File: src/rtl/magia_eu_obi_arbiter.sv
// Round-robin OBI arbiter in front of the event-unit slave port.
// Out-of-window accesses are answered locally with an error response.
module magia_eu_obi_arbiter #(
  parameter int unsigned NB_REQ    = 2,
  parameter int unsigned ADDR_W    = 32,
  parameter int unsigned DATA_W    = 32,
  parameter int unsigned MAX_OUTST = 2,
  parameter logic [ADDR_W-1:0] EU_ADDR_START = ADDR_W'(32'h0001_0000),
  parameter logic [ADDR_W-1:0] EU_ADDR_END   = ADDR_W'(32'h0001_00FF)
) (
  input  logic                             clk_i,
  input  logic                             rst_i,
  input  logic [NB_REQ-1:0]                m_req_i,
  input  logic [NB_REQ-1:0][ADDR_W-1:0]    m_addr_i,
  input  logic [NB_REQ-1:0]                m_we_i,
  input  logic [NB_REQ-1:0][DATA_W/8-1:0]  m_be_i,
  input  logic [NB_REQ-1:0][DATA_W-1:0]    m_wdata_i,
  output logic [NB_REQ-1:0]                m_gnt_o,
  output logic [NB_REQ-1:0]                m_rvalid_o,
  output logic [NB_REQ-1:0]                m_err_o,
  output logic [NB_REQ-1:0][DATA_W-1:0]    m_rdata_o,
  output logic                             s_req_o,
  output logic [ADDR_W-1:0]                s_addr_o,
  output logic                             s_we_o,
  output logic [DATA_W/8-1:0]              s_be_o,
  output logic [DATA_W-1:0]                s_wdata_o,
  input  logic                             s_gnt_i,
  input  logic                             s_rvalid_i,
  input  logic [DATA_W-1:0]                s_rdata_i
);

  localparam int unsigned IDX_W = (NB_REQ > 1) ? $clog2(NB_REQ) : 1;
  localparam int unsigned PTR_W = (MAX_OUTST > 1) ? $clog2(MAX_OUTST) : 1;
  localparam int unsigned CNT_W = $clog2(MAX_OUTST + 1);
  localparam logic [DATA_W-1:0] ERR_DATA = DATA_W'(32'hBADACCE5);

  typedef enum logic {IDLE, ERR_RSP} state_e;

  state_e              state_q, state_d;
  logic [IDX_W-1:0]    rr_q, lock_idx_q, err_idx_q, win_idx, head_idx;
  logic                lock_q, win_valid, win_in_range, fwd, local_gnt;
  logic                blocked, push, pop, proto_err_q;
  logic [NB_REQ-1:0]   in_range, elig;
  logic [IDX_W-1:0]    fifo_q [MAX_OUTST];
  logic [PTR_W-1:0]    wptr_q, rptr_q;
  logic [CNT_W-1:0]    cnt_q;

  function automatic logic [PTR_W-1:0] ptr_inc(input logic [PTR_W-1:0] p);
    return (p == PTR_W'(MAX_OUTST - 1)) ? '0 : p + PTR_W'(1);
  endfunction

  // A full FIFO still takes a push in the cycle it pops.
  assign blocked  = (cnt_q == CNT_W'(MAX_OUTST)) && !s_rvalid_i;
  assign pop      = s_rvalid_i && (cnt_q != '0) && !rst_i;
  assign head_idx = fifo_q[rptr_q];

  always_comb begin
    in_range = '0;
    elig     = '0;
    for (int i = 0; i < NB_REQ; i++) begin
      in_range[i] = (m_addr_i[i] >= EU_ADDR_START) && (m_addr_i[i] <= EU_ADDR_END);
      elig[i]     = m_req_i[i] && !blocked &&
                    (in_range[i] || ((cnt_q == '0) && (state_q == IDLE)));
    end
  end

  // Scan from lowest to highest priority so the last hit is the winner.
  always_comb begin
    int unsigned cand;
    cand      = 0;
    win_valid = 1'b0;
    win_idx   = rr_q;
    if (lock_q) begin
      win_idx   = lock_idx_q;
      win_valid = elig[lock_idx_q];
    end else begin
      for (int i = NB_REQ - 1; i >= 0; i--) begin
        cand = (int'(rr_q) + i) % NB_REQ;
        if (elig[cand]) begin
          win_valid = 1'b1;
          win_idx   = IDX_W'(cand);
        end
      end
    end
  end

  assign win_in_range = in_range[win_idx];
  assign fwd          = win_valid && win_in_range && !rst_i;
  assign local_gnt    = win_valid && !win_in_range && !rst_i;
  assign push         = fwd && s_gnt_i;

  always_comb begin
    s_req_o    = fwd;
    s_addr_o   = m_addr_i[win_idx] - EU_ADDR_START;
    s_we_o     = m_we_i[win_idx];
    s_be_o     = m_be_i[win_idx];
    s_wdata_o  = m_wdata_i[win_idx];
    m_gnt_o    = '0;
    m_rvalid_o = '0;
    m_err_o    = '0;
    m_rdata_o  = '0;
    if (fwd)       m_gnt_o[win_idx] = s_gnt_i;
    if (local_gnt) m_gnt_o[win_idx] = 1'b1;
    if (pop) begin
      m_rvalid_o[head_idx] = 1'b1;
      m_rdata_o[head_idx]  = s_rdata_i;
    end
    if ((state_q == ERR_RSP) && !rst_i) begin
      m_rvalid_o[err_idx_q] = 1'b1;
      m_err_o[err_idx_q]    = 1'b1;
      m_rdata_o[err_idx_q]  = ERR_DATA;
    end
  end

  always_comb begin
    state_d = IDLE;
    if ((state_q == IDLE) && local_gnt) state_d = ERR_RSP;
  end

  always_ff @(posedge clk_i) begin
    if (rst_i) begin
      state_q     <= IDLE;
      rr_q        <= '0;
      lock_q      <= 1'b0;
      lock_idx_q  <= '0;
      err_idx_q   <= '0;
      wptr_q      <= '0;
      rptr_q      <= '0;
      cnt_q       <= '0;
      proto_err_q <= 1'b0;
    end else begin
      state_q <= state_d;
      lock_q  <= fwd && !s_gnt_i;
      if (fwd && !s_gnt_i) lock_idx_q <= win_idx;
      if (push || local_gnt)
        rr_q <= (win_idx == IDX_W'(NB_REQ - 1)) ? '0 : win_idx + IDX_W'(1);
      if (local_gnt) err_idx_q <= win_idx;
      if (push) begin
        fifo_q[wptr_q] <= win_idx;
        wptr_q         <= ptr_inc(wptr_q);
      end
      if (pop) rptr_q <= ptr_inc(rptr_q);
      if (push && !pop)      cnt_q <= cnt_q + CNT_W'(1);
      else if (pop && !push) cnt_q <= cnt_q - CNT_W'(1);
      if (s_rvalid_i && (cnt_q == '0)) proto_err_q <= 1'b1;
    end
  end

endmodule

File: config.mk
export PLATFORM = sky130hd
export DESIGN_NAME = magia_eu_obi_arbiter
export DESIGN_NICKNAME = d
export VERILOG_FILES = /design/src/rtl/magia_eu_obi_arbiter.sv
export SDC_FILE = /design/constraint.sdc
export NUM_CORES = 1
export LEC_CHECK = 0
export BUFFER_PORTS_ARGS = -buffer_cell sky130_fd_sc_hd__buf_2
export CAP_MARGIN = 20
export CORE_AREA = 5 5 120 122
export CTS_CLUSTER_DIAMETER = 30
export DETAILED_ROUTE_END_ITERATION = 10
export DIE_AREA = 0 0 125 127
export SYNTH_ARGS = -nofsm -noshare
export SYNTH_HDL_FRONTEND = slang
export SYNTH_SLANG_ARGS = --single-unit
File: constraint.sdc
create_clock -name clk_i -period 6.2 [get_ports clk_i]
set_clock_uncertainty 0.15 [all_clocks]
set_input_delay 0.62 -clock clk_i [delete_from_list [all_inputs] [get_ports clk_i]]
set_output_delay 0.62 -clock clk_i [all_outputs]
set_load 0.01 [all_outputs]
# After elaboration in Yosys (flattened, before gate mapping)
# Memories as Yosys holds them, arrays and structs flattened. A register that Yosys moved wholly into a read port is not among the register bits.
# Index checks and enable logic that the tools add are counted.
# word_totals
regBits,9
ramBits,2
in_bits,176
output_inout_bits,140
wordCells,124
n_memories,1
# op_classes
n_addsub,7
order_cmp,13
n_eq_ne,1
muxes,50
n_bitwise,8
reduce_logical,36
# mem_list
memory,depth,width,read_ports,rd_clocked_by_memory_dff,wr,line_no,source
fifo_q,2,1,1,1,1,44,logic [IDX_W-1:0] fifo_q [MAX_OUTST];
# op_table
cell,n
two-way mux 32 bit,6
two-way mux 64 bit,2
AND 64 bit,1
demux 32 bit (select 1 bit),2
"greater-or-equal comparator 32 x 17 -> 1 bit, second input constant",2
"less-or-equal comparator 32 x 17 -> 1 bit, second input constant",2
OR 38 bit,1
"subtractor 32 x 17 -> 32 bit, second input constant",1
two-way mux 1 bit,28
AND 26 bit,1
inverter 26 bit,1
logical AND 1 bit,23
two-way mux 2 bit,7
"less-than comparator 1 x 2 -> 1 bit, second input constant",6
two-way mux 4 bit,2
logical NOT 1 bit,7
"adder 1 bit, second input constant",4
OR 2 bit,2
nonzero test 2 bit,2
demux 1 bit (select 1 bit),3
"greater-or-equal comparator 1 bit, second input constant",3
logical OR 1 bit,3
"adder 2 x 1 -> 2 bit, second input constant",1
AND 2 bit,1
4 further kinds,4

# Logic depth before layout (Yosys ltp)
# Gate-level depths: netlist (run 1).
# logic_depth
depth_word,19
depth_mapped,16
ltp_nobuf,12

# Least setup slack after synthesis (run 1)
# No wires, ideal clock.
# synth_timing
path_type,input to output
start,in m_addr_i[56] in the netlist's numbering
end,out s_addr_o[24]
arrival_time_ps,4403
t_required_ps,5430
setup_slack_ps,1027
path_stages,15
n_path_buf,4
cell_sequence,or4_1 > or3b_1 > or4_1 > a32oi_1 > o31a_1 > buf_6 > buf_2 > buf_2 > mux2i_1 > ha_1 > clkbuf_1 > nand2_1 > nor4_1 > xnor2_1 > o21ai_0
# synth_via
elab_chain_cells,12
elab_cells_between_ends,15
cone_classes,1 x add/sub; 2 x order compare; 9 x mux; 3 x reduce/logical
# synth_lines
element,line_no,source
"start, declared",14,"input logic [NB_REQ-1:0][ADDR_W-1:0] m_addr_i,"
greater-or-equal comparator 32 x 17 -> 1 bit / less-or-equal comparator 32 x 17 -> 1 bit (equally long branches),61,in_range[i] = (m_addr_i[i] >= EU_ADDR_START) && (m_addr_i[i] <= EU_ADDR_END);
logical AND 1 bit,61,
logical OR 1 bit,63,(in_range[i] || ((cnt_q == '0) && (state_q == IDLE)));
logical AND 1 bit,62,elig[i] = m_req_i[i] && !blocked &&
two-way mux 1 bit (implied by the code) (2 in a row),79,if (elig[cand]) begin
two-way mux 1 bit (2 in a row),79,
two-way mux 1 bit,73,if (lock_q) begin
two-way mux 32 bit (implied by the code) * (2 in a row),94,s_addr_o = m_addr_i[win_idx] - EU_ADDR_START;
subtractor 32 x 17 -> 32 bit *,94,
"end, declared",23,"output logic [ADDR_W-1:0] s_addr_o,"
# Every way passes the cells marked *; elsewhere a longest branch is shown, timed or not. The select of a mux whose other input is x is not followed.

# Worst setup path after layout (run 1)
# Same ends and word-level chain as after synthesis.

==> results of run 1 <==
worst min path at each step:
| stage | from | end | slack, ps | depth (start not counted) |
|---|---|---|---|---|
| 2_1_floorplan | rptr_q$_SDFFE_PP0P_ | flop | 320 | 2 |
| 3_3_place_gp | rptr_q$_SDFFE_PP0P_ | rptr_q$_SDFFE_PP0P_ | 340 | 2 |
| 3_5_place_dp | rptr_q$_SDFFE_PP0P_ | flop | 340 | 2 |
| 4_1_cts | rptr_q$_SDFFE_PP0P_ | flop | 360 | 2 |
| 5_1_grt | rptr_q$_SDFFE_PP0P_ | flop | 370 | 2 |
| 6_report | rptr_q$_SDFFE_PP0P_ | flop | 360 | 2 |
metal layers:
metal | up-vias | global-route usage, % | wire length, um
met3 | 12 | 4.30 | 1070
met4 | 0 | 2.87 | 168
met2 | 185 | 25.9 | 6370
met5 | - | 0 | 0
met1 | 1668 | 17.9 | 5410
li1 | 1866 | - | -
logic make-up (layout without fill, tap and decap cells):
logic type	count (synthesis)	count (layout)	synth area share, %
simple gates	173	173	33.2
mux	69	69	29.6
compound gates	47	47	12.0
buf+inv	32	334	5.29
xor+xnor	26	26	8.83
flops	12	12	10.1
fa+ha+maj	2	2	0.970
other cells	0	1	0
power breakdown:
group	switching [mW]	total (mW)	leakage [nW]	internal, mW
Sequential	0.00181	0.0838	0.0994	0.0820
Combinational	0.178	0.350	2.47	0.172
Clock	0.0328	0.118	0.0385	0.0848
Total	0.212	0.551	2.61	0.339
sequential cells by signal, indices dropped and copies added (netlist names), named ones only:
register	cells
cnt_q	2
err_idx_q	1
fifo_q	2
lock_idx_q	1
lock_q	1
rptr_q	1
rr_q	1
state_q	1
wptr_q	1
stage by stage:
step / utilization (%) / hold slack (ps)
after floorplan: - / 322
after global placement: 33.0 / 343
after detailed placement: 33.0 / 344
after CTS: 33.6 / 357
after global routing: 33.7 / 367
final: 33.7 / 357
synth_stat cells (2+ instances only):
cell	count
nand2_1	61
mux2_2	54
nor2_1	31
a21o_1	20
and2_1	16
and3_1	15
xnor2_1	15
clkbuf_1	14
mux2i_1	14
nor3_1	13
o21ai_0	11
xor2_1	11
dfxtp_1	10
nor4_1	10
a21oi_1	9
inv_1	9
buf_2	7
or3_1	5
nor2b_1	4
nand2b_1	3
nand3b_1	3
a31oi_1	2
edfxtp_1	2
ha_1	2
nand3_1	2
nor3b_1	2
or4_1	2
cell type report:
class / count / area (um^2) / area share, %
multi-input cells: 317 / 2190 / 49.7
repair buffers: 320 / 1620 / 36.8
flip-flops and latches: 12 / 260 / 5.90
well taps: 176 / 220 / 4.99
clock buffers: 3 / 75.1 / 1.70
inverters: 10 / 37.5 / 0.851
clock inverters: 1 / 3.75 / 0.0851
diodes: 1 / 2.50 / 0.0567
worst max-delay path, delay by kind of cell:
kind / cells / cell delay, ps
AOI/OAI and AO/OA: 3 / 600
adders and majority gates: 1 / 420
muxes: 1 / 260
xor gates and xnor gates: 1 / 180
and+or+nand+nor: 6 / 1970
buffers and inverters: 2 / 270
==> metrics.yaml, run 1 <==
setup_tns_ps: 0
setup_viol: 0
slowest_stage: "or4_1"
critPathLaunchType: "input pin"
grt_max_degree: 45
drive_gt1_share_pct: 58.2
crit_start: "m_addr_i[56]"
synthFlopType: "dfxtp_1"
r2r-start: "cnt_q[0]$_SDFFE_PP0P_"
ctsLongestPathBuffers: 2
cp_max_fo: 12
worstPathRequired_ps: 5430
leakage_nw: 2.61
power_density_nw_per_um2: 125
nets: 842
status: "finished, final reports clean"
via_per_inst: 4.44
ys_types: 41
critPathCapture: "s_addr_o[24]"
yosysTopAreaCellShare_pct: 23.6
fin_crit_sh_pct: 82.2
cp_data_arrival_time_ps: 4320
synthTopCellsByArea: "mux2_2, nand2_1, dfxtp_1"
core-area_um2: 13100
fmax_mhz: 196
r2r_setup_slack_ps: 2620
cts_sinks: 12
grt_remaining_overflow: 0
cts_resized: 0
avgSynthCellArea_um2: 7.14
hold_buffers: 0
die_x_um: 125
min_path_type: "reg2reg"
worstPathCellList: "buf_2 > or4_1 > or3b_1 > or4_1 > a32oi_1 > o31a_2 > mux2i_1 > ha_1 > nand2_1 > nor4_1 > xor2_1 > nand2_1 > o21ai_0 > buf_2"
portBuffers: 315
final_common_cell: "buf_2"
clk_pin_slew_ps: 40
async_flop_share_pct: 0
cts_root_buf: "clkbuf_16"
via_count: 3731
final_cell_mix: "buf_2, nand2_1, mux2_2"
htree_num_levels: 1
syn_inst: 361
initial_core_util_pct: 19.7
grt_pass1_wl_um: 19200
area_growth_pct: 71.1
worstSkewPairLatency_ps: 240
post_drt_wl_per_cell_um: 15.5
synth_area_um2: 2580
synth-edff-count: 2
cts_tree: "built"
post-cts-setup-buffer-count: 0
drv_slew: 0
placed_cells_incl_taps: 834
syn-num-nets: 539
n_fill_cell: 1404
dpl_worst_slack_ps: 1150
first_global_vias: 3699
cap_violations: 0
globalRouteTotalUtil_pct: 14.7
r2r_end: "cnt_q[1]$_SDFFE_PP0P_"
max_slew_margin_pct: 46.7
rr_worst_depth: 11
cts_buffers: 3
fin_ws_ps: 1110
ios: 316
dieHeight_um: 127
synth_top_area_cell: "mux2_2"
yosys_warnings: 0
drt_iter0_markers: 143
drc: 0
finalPower_mw: 0.551
antenna_found_initial: 0
ant_nets: 0
yosysSeqAreaShare_pct: 10.1
endpoint_kind: "output pin"
rsz0062_at_grt: "false"
placementRows: 42
drt_first_pass_iters: 4
ys_ff_latch: 12
dp_hpwl_um: 11300
postPlaceCellArea_um2: 4320
ir_drop_mv: 0.0618
fp.dieArea_um2: 15900
crit_type: "in2out"
min_period_ps: 5090
drt_wl_total_um: 13000
postLayoutCellArea_um2: 4410
place.gp.congestion: 0.895
final_hold_viol_count: 0
fin_cells: 840
worst_pin_slew_ps: 796
max_stage_delay_ps: 600
No activity file was read; power rests on OpenSTA's default activity.
==> inputs of run 2 (changes only) <==
clock period = 5.3 ns   (was 6.2 ns; I/O delays follow)
==> run 2 against run 1 <==
Compared with the run above:
- combinational power increased by 17%
- global-route usage increased by 0.083 points
- via count rose by 0.54%
- register-to-register slack worse by 680 ps
- sequential power increased by 17%
- core utilization about the same
- clock power up 21%
- flip-flop and latch count is the same
- die area unchanged
- critical path depth did not move
- largest power group unchanged
==> metrics.yaml, run 2 (synthesis gave the netlist of run 1 again) <==
drive_gt1_share_pct: 58.3  # was 58.2%
drt_wl_total_um: 13100  # was 13000 um
ios: 316  # unchanged
cp_max_fo: 12  # unchanged
crit_type: "in2out"  # unchanged
final_hold_viol_count: 0  # unchanged
drt_first_pass_iters: 4  # unchanged
rsz0062_at_grt: "false"  # unchanged
worstPathCellList: "buf_2 > or4_1 > or3b_1 > or4_1 > a32oi_1 > o31a_2 > mux2i_1 > ha_1 > nand2_1 > nor4_1 > xor2_1 > nand2_1 > o21ai_0 > buf_2"  # unchanged
max_stage_delay_ps: 590  # was 600 ps
n_fill_cell: 1425  # was 1404
cts_root_buf: "clkbuf_16"  # unchanged
setup_viol: 0  # unchanged
via_count: 3751  # was 3731
portBuffers: 315  # unchanged
grt_pass1_wl_um: 19200  # about the same
final_cell_mix: "buf_2, nand2_1, mux2_2"  # unchanged
initial_core_util_pct: 19.7  # unchanged
critPathLaunchType: "input pin"  # unchanged
via_per_inst: 4.47  # was 4.44
hold_buffers: 0  # unchanged
cap_violations: 0  # unchanged
cts_tree: "built"  # unchanged
grt_max_degree: 38  # was 45
top_regs: "cnt_q (2), fifo_q (2)"  # unchanged
fp.dieArea_um2: 15900  # unchanged
cts_buffers: 3  # unchanged
ant_nets: 0  # unchanged
die_x_um: 125  # unchanged
ir_drop_mv: 0.0779  # was 0.0618 mV
status: "finished, final reports clean"  # unchanged
antenna_found_initial: 0  # unchanged
ctsLongestPathBuffers: 2  # unchanged
cts_sinks: 12  # unchanged
grt_remaining_overflow: 0  # unchanged
globalRouteTotalUtil_pct: 14.8  # was 14.7%
worstPathRequired_ps: 4620  # was 5430 ps
cts_resized: 0  # unchanged
worst_pin_slew_ps: 785  # was 796 ps
leakage_nw: 2.61  # about the same
fin_ws_ps: 394  # was 1110 ps
post-cts-setup-buffer-count: 0  # unchanged
drv_slew: 0  # unchanged
cp_data_arrival_time_ps: 4230  # was 4320 ps
placementRows: 42  # unchanged
first_global_vias: 3697  # was 3699
slowest_stage: "or4_1"  # unchanged
worst-path-buf-inv: 2  # unchanged
fin_crit_sh_pct: 92.6
min_path_type: "reg2reg"  # unchanged
dieHeight_um: 127  # unchanged
drt_iter0_markers: 179  # was 143
setup_tns_ps: 0  # unchanged
worstSkewPairLatency_ps: 250  # was 240 ps
n_antenna_cell: 0  # was 1
endpoint_kind: "output pin"  # unchanged
nets: 843  # was 842
dp_hpwl_um: 11300  # about the same
critPathTopFamily: "simple AND/OR/NAND/NOR gates"  # unchanged
clk_pin_slew_ps: 50  # was 40 ps
min_period_ps: 4910
dpl_worst_slack_ps: 433  # was 1150 ps
post_drt_wl_per_cell_um: 15.5  # about the same
core-area_um2: 13100  # unchanged
fmax_mhz: 204
drc: 0  # unchanged
final_common_cell: "buf_2"  # unchanged
place.gp.congestion: 0.901  # was 0.895
htree_num_levels: 1  # unchanged
max_slew_margin_pct: 47.5  # was 46.7%
area_growth_pct: 71.3  # was 71.1%
power_density_nw_per_um2: 147  # was 125 nW/um^2
==> run 2: worst reg2reg max path: cells and delay by family (launching register included) <==
| family | cells | cell delay, ps |
|---|---|---|
| fa+ha+maj | 1 | 260 |
| buf+inv | 2 | 260 |
| simple gates | 5 | 1340 |
| flops | 1 | 430 |
| mux | 1 | 220 |
| compound gates | 3 | 630 |
==> run 2: area by class of cell <==
class / count / area [um^2] / share of cell area, %
clock buffers: 3 / 75.1 / 1.70
clock inverters: 1 / 3.75 / 0.0850
inverters: 10 / 37.5 / 0.850
multi-input cells: 317 / 2190 / 49.6
flip-flops and latches: 12 / 260 / 5.89
well taps: 176 / 220 / 4.99
repair buffers: 321 / 1630 / 36.9
==> run 2: worst paths after layout <==
path | end | from | depth (start not counted) | slack [ps]
worst max-delay path | s_addr_o[24] | m_addr_i[56] | 14 | 390
worst max register to register | cnt_q[1]$_SDFFE_PP0P_ | cnt_q[0]$_SDFFE_PP0P_ | 12 | 1940
worst min register to register | rr_q$_SDFFE_PP0P_ | rr_q$_SDFFE_PP0P_ | 2 | 360
worst min-delay path | rr_q$_SDFFE_PP0P_ | rr_q$_SDFFE_PP0P_ | 2 | 360
==> run 2: metal layers <==
metal	up-vias	share of wire (%)	GRT usage, %
met4	0	1.6	3.25
met2	197	48	25.6
met5	-	0	0
li1	1870	-	-
met3	14	8.9	3.63
met1	1670	42	18.7
==> run 2: per-stage QoR <==
stage               utilization, %  hold WS, ps  power (mW)  cell area, um^2  cells
floorplan                        -          322       0.322             2580    361
global placement              33.0          342       0.511             4320    835
detailed placement            33.0          345       0.510             4320    835
CTS                           33.6          363       0.656             4400    839
global route                  33.8          373       0.693             4420    840
finish                        33.8          357       0.650             4420    840
==> run 2: power by group <==
part / leakage (nW) / internal [mW] / switching [mW]
sequential: 0.0994 / 0.0959 / 0.00206
clock: 0.0385 / 0.0997 / 0.0435
combinational: 2.48 / 0.201 / 0.208
==> inputs of run 3 (changes only) <==
CORE_AREA = 2 2 124 126   (was 5 5 120 122)
DIE_AREA = 0 0 126 128   (was 0 0 125 127)
==> run 3 against run 2 <==
Compared with the run above:
- sequential share of layout area fell by 0.063 points
- cell count rose by 1.7%
- total power rose by 0.91%
- die area rose by 1.6%
- worst setup slack improved by 300 ps
- critical path type unchanged
- largest cell class unchanged
==> metrics.yaml, run 3 (synthesis gave the netlist of run 1 again) <==
cts_root_buf: "clkbuf_16"  # unchanged
status: "finished, final reports clean"  # unchanged
globalRouteTotalUtil_pct: 13.3  # was 14.8%
min_path_type: "reg2reg"  # unchanged
critPathTopFamily: "simple AND/OR/NAND/NOR gates"  # unchanged
cts_resized: 0  # unchanged
placementRows: 45  # was 42
drive_gt1_share_pct: 58.6  # was 58.3%
ctsLongestPathBuffers: 2  # unchanged
final_cell_mix: "buf_2, nand2_1, mux2_2"  # unchanged
fp.dieArea_um2: 16100  # was 15900 um^2
fin_cells: 854  # was 840
nets: 845  # was 843
via_per_inst: 4.32  # was 4.47
dieHeight_um: 128  # was 127 um
drt_iter0_markers: 80  # was 179
n_antenna_cell: 0  # unchanged
drc: 0  # unchanged
final_common_cell: "buf_2"  # unchanged
dp_hpwl_um: 10100  # was 11300 um
min_period_ps: 4600  # was 4910 ps
max_stage_delay_ps: 570  # was 590 ps
area_growth_pct: 73.1  # was 71.3%
rsz0062_at_grt: "false"  # unchanged
ant_nets: 0  # unchanged
post_drt_wl_per_cell_um: 13.5  # was 15.5 um
ir_drop_mv: 0.0888  # was 0.0779 mV
n_fill_cell: 1654  # was 1425
fin_ws_ps: 697  # was 394 ps
core-area_um2: 14900  # was 13100 um^2
first_global_vias: 3485  # was 3697
met3_usage_pct: 2.63  # was 3.63%
cp_max_fo: 5  # was 12
cts_sinks: 12  # unchanged
antenna_found_initial: 1  # was 0
fin_crit_sh_pct: 86.8  # was 92.6%
cts_tree: "built"  # unchanged
post-cts-setup-buffer-count: 0  # unchanged
die_x_um: 126  # was 125 um
place.gp.congestion: 0.814  # was 0.901
worstPathCellList: "buf_2 > or4_1 > or3b_1 > or4_1 > a32oi_1 > o31a_2 > mux2i_1 > ha_1 > nand2_1 > nor4_1 > xnor2_1 > o21ai_0 > buf_2"  # was buf_2 > or4_1 > or3b_1 > or4_1 > a32oi_1 > o31a_2 > mux2i_1 > ha_1 > nand2_1 > nor4_1 > xor2_1 > nand2_1 > o21ai_0 > buf_2
worstSkewPairLatency_ps: 240  # was 250 ps
top_regs: "cnt_q (2), fifo_q (2)"  # unchanged
cts_buffers: 3  # unchanged
grt_pass1_wl_um: 17500  # was 19200 um
fmax_mhz: 217  # was 204 MHz
cap_violations: 0  # unchanged
crit_type: "in2out"  # unchanged
clk_pin_slew_ps: 40  # was 50 ps
via_count: 3692  # was 3751
cp_data_arrival_time_ps: 3920  # was 4230 ps
finalPower_mw: 0.656  # was 0.650 mW
endpoint_kind: "output pin"  # unchanged
setup_viol: 0  # unchanged
worst_pin_slew_ps: 854  # was 785 ps
power_density_nw_per_um2: 147  # about the same
ios: 316  # unchanged
worst-path-buf-inv: 2  # unchanged
grt_max_degree: 35  # was 38
portBuffers: 315  # unchanged
slowest_stage: "or4_1"  # unchanged
hold_buffers: 0  # unchanged
max_slew_margin_pct: 42.9  # was 47.5%
htree_num_levels: 1  # unchanged
initial_core_util_pct: 17.3  # was 19.7%
top_usage_layer: "met2"  # unchanged
use_met1_pct: 15.0  # was 18.7%
leakage_nw: 2.63  # was 2.61 nW
placed_cells_incl_taps: 848  # was 835
grt_remaining_overflow: 0  # unchanged
worstPathRequired_ps: 4620  # about the same
final_hold_viol_count: 0  # unchanged
drt_wl_total_um: 11600  # was 13100 um
drv_slew: 0  # unchanged
dpl_worst_slack_ps: 662  # was 433 ps
gr-usage-met2_pct: 25.6  # about the same
setup_tns_ps: 0  # unchanged
drt_first_pass_iters: 4  # unchanged
critPathLaunchType: "input pin"  # unchanged
run 3: worst register-to-register path: stages (launching register included):
cell and delay [ps]:
dfxtp_1 420, or3b_2 210, nand2_1 100, or4_1 530, a32oi_1 160, o31a_2 230
buf_4 380, mux2i_1 240, buf_4 160, nand3_1 160, inv_1 90, ha_1 250
or3_1 350, a21oi_1 140
run 3: report_power, final:
part	switching, mW	internal, mW	total [mW]
logic	0.203	0.203	0.406
clock network	0.0383	0.114	0.152
registers	0.00242	0.0959	0.0984
total	0.243	0.413	0.656
run 3: area by class of cell:
class	instances	area (um^2)	area share (%)
Timing Repair Buffer	323	1650	37.0
Tap cell	188	235	5.27
Inverter	10	37.5	0.841
Sequential cell	12	260	5.83
Multi-Input combinational cell	317	2190	49.1
Clock buffer	4	88.8	1.99
run 3: stage by stage:
stage	instance area, um^2	hold WS (ps)	utilization [%]
after global placement	4350	341	29.2
after CTS	4430	374	29.8
after global routing	4460	394	30.0
after floorplan	2580	322	-
after detailed placement	4350	362	29.2
final	4460	365	30.0
run 3: path summary, 6_finish.rpt:
check / start / to / slack, ps / cells after the start
max: m_addr_i[56] / s_addr_o[24] / 700 / 13
min: rptr_q$_SDFFE_PP0P_ / flop / 360 / 2
max reg2reg: cnt_q[0]$_SDFFE_PP0P_ / cnt_q[1]$_SDFFE_PP0P_ / 1690 / 13
min reg2reg: rptr_q$_SDFFE_PP0P_ / flop / 360 / 2
run 3: per-layer routing:
metal	vias to the layer above	share of wire [%]
met5	-	0
met4	0	1.5
met3	12	8.4
met2	208	51
met1	1599	39
li1	1873	-
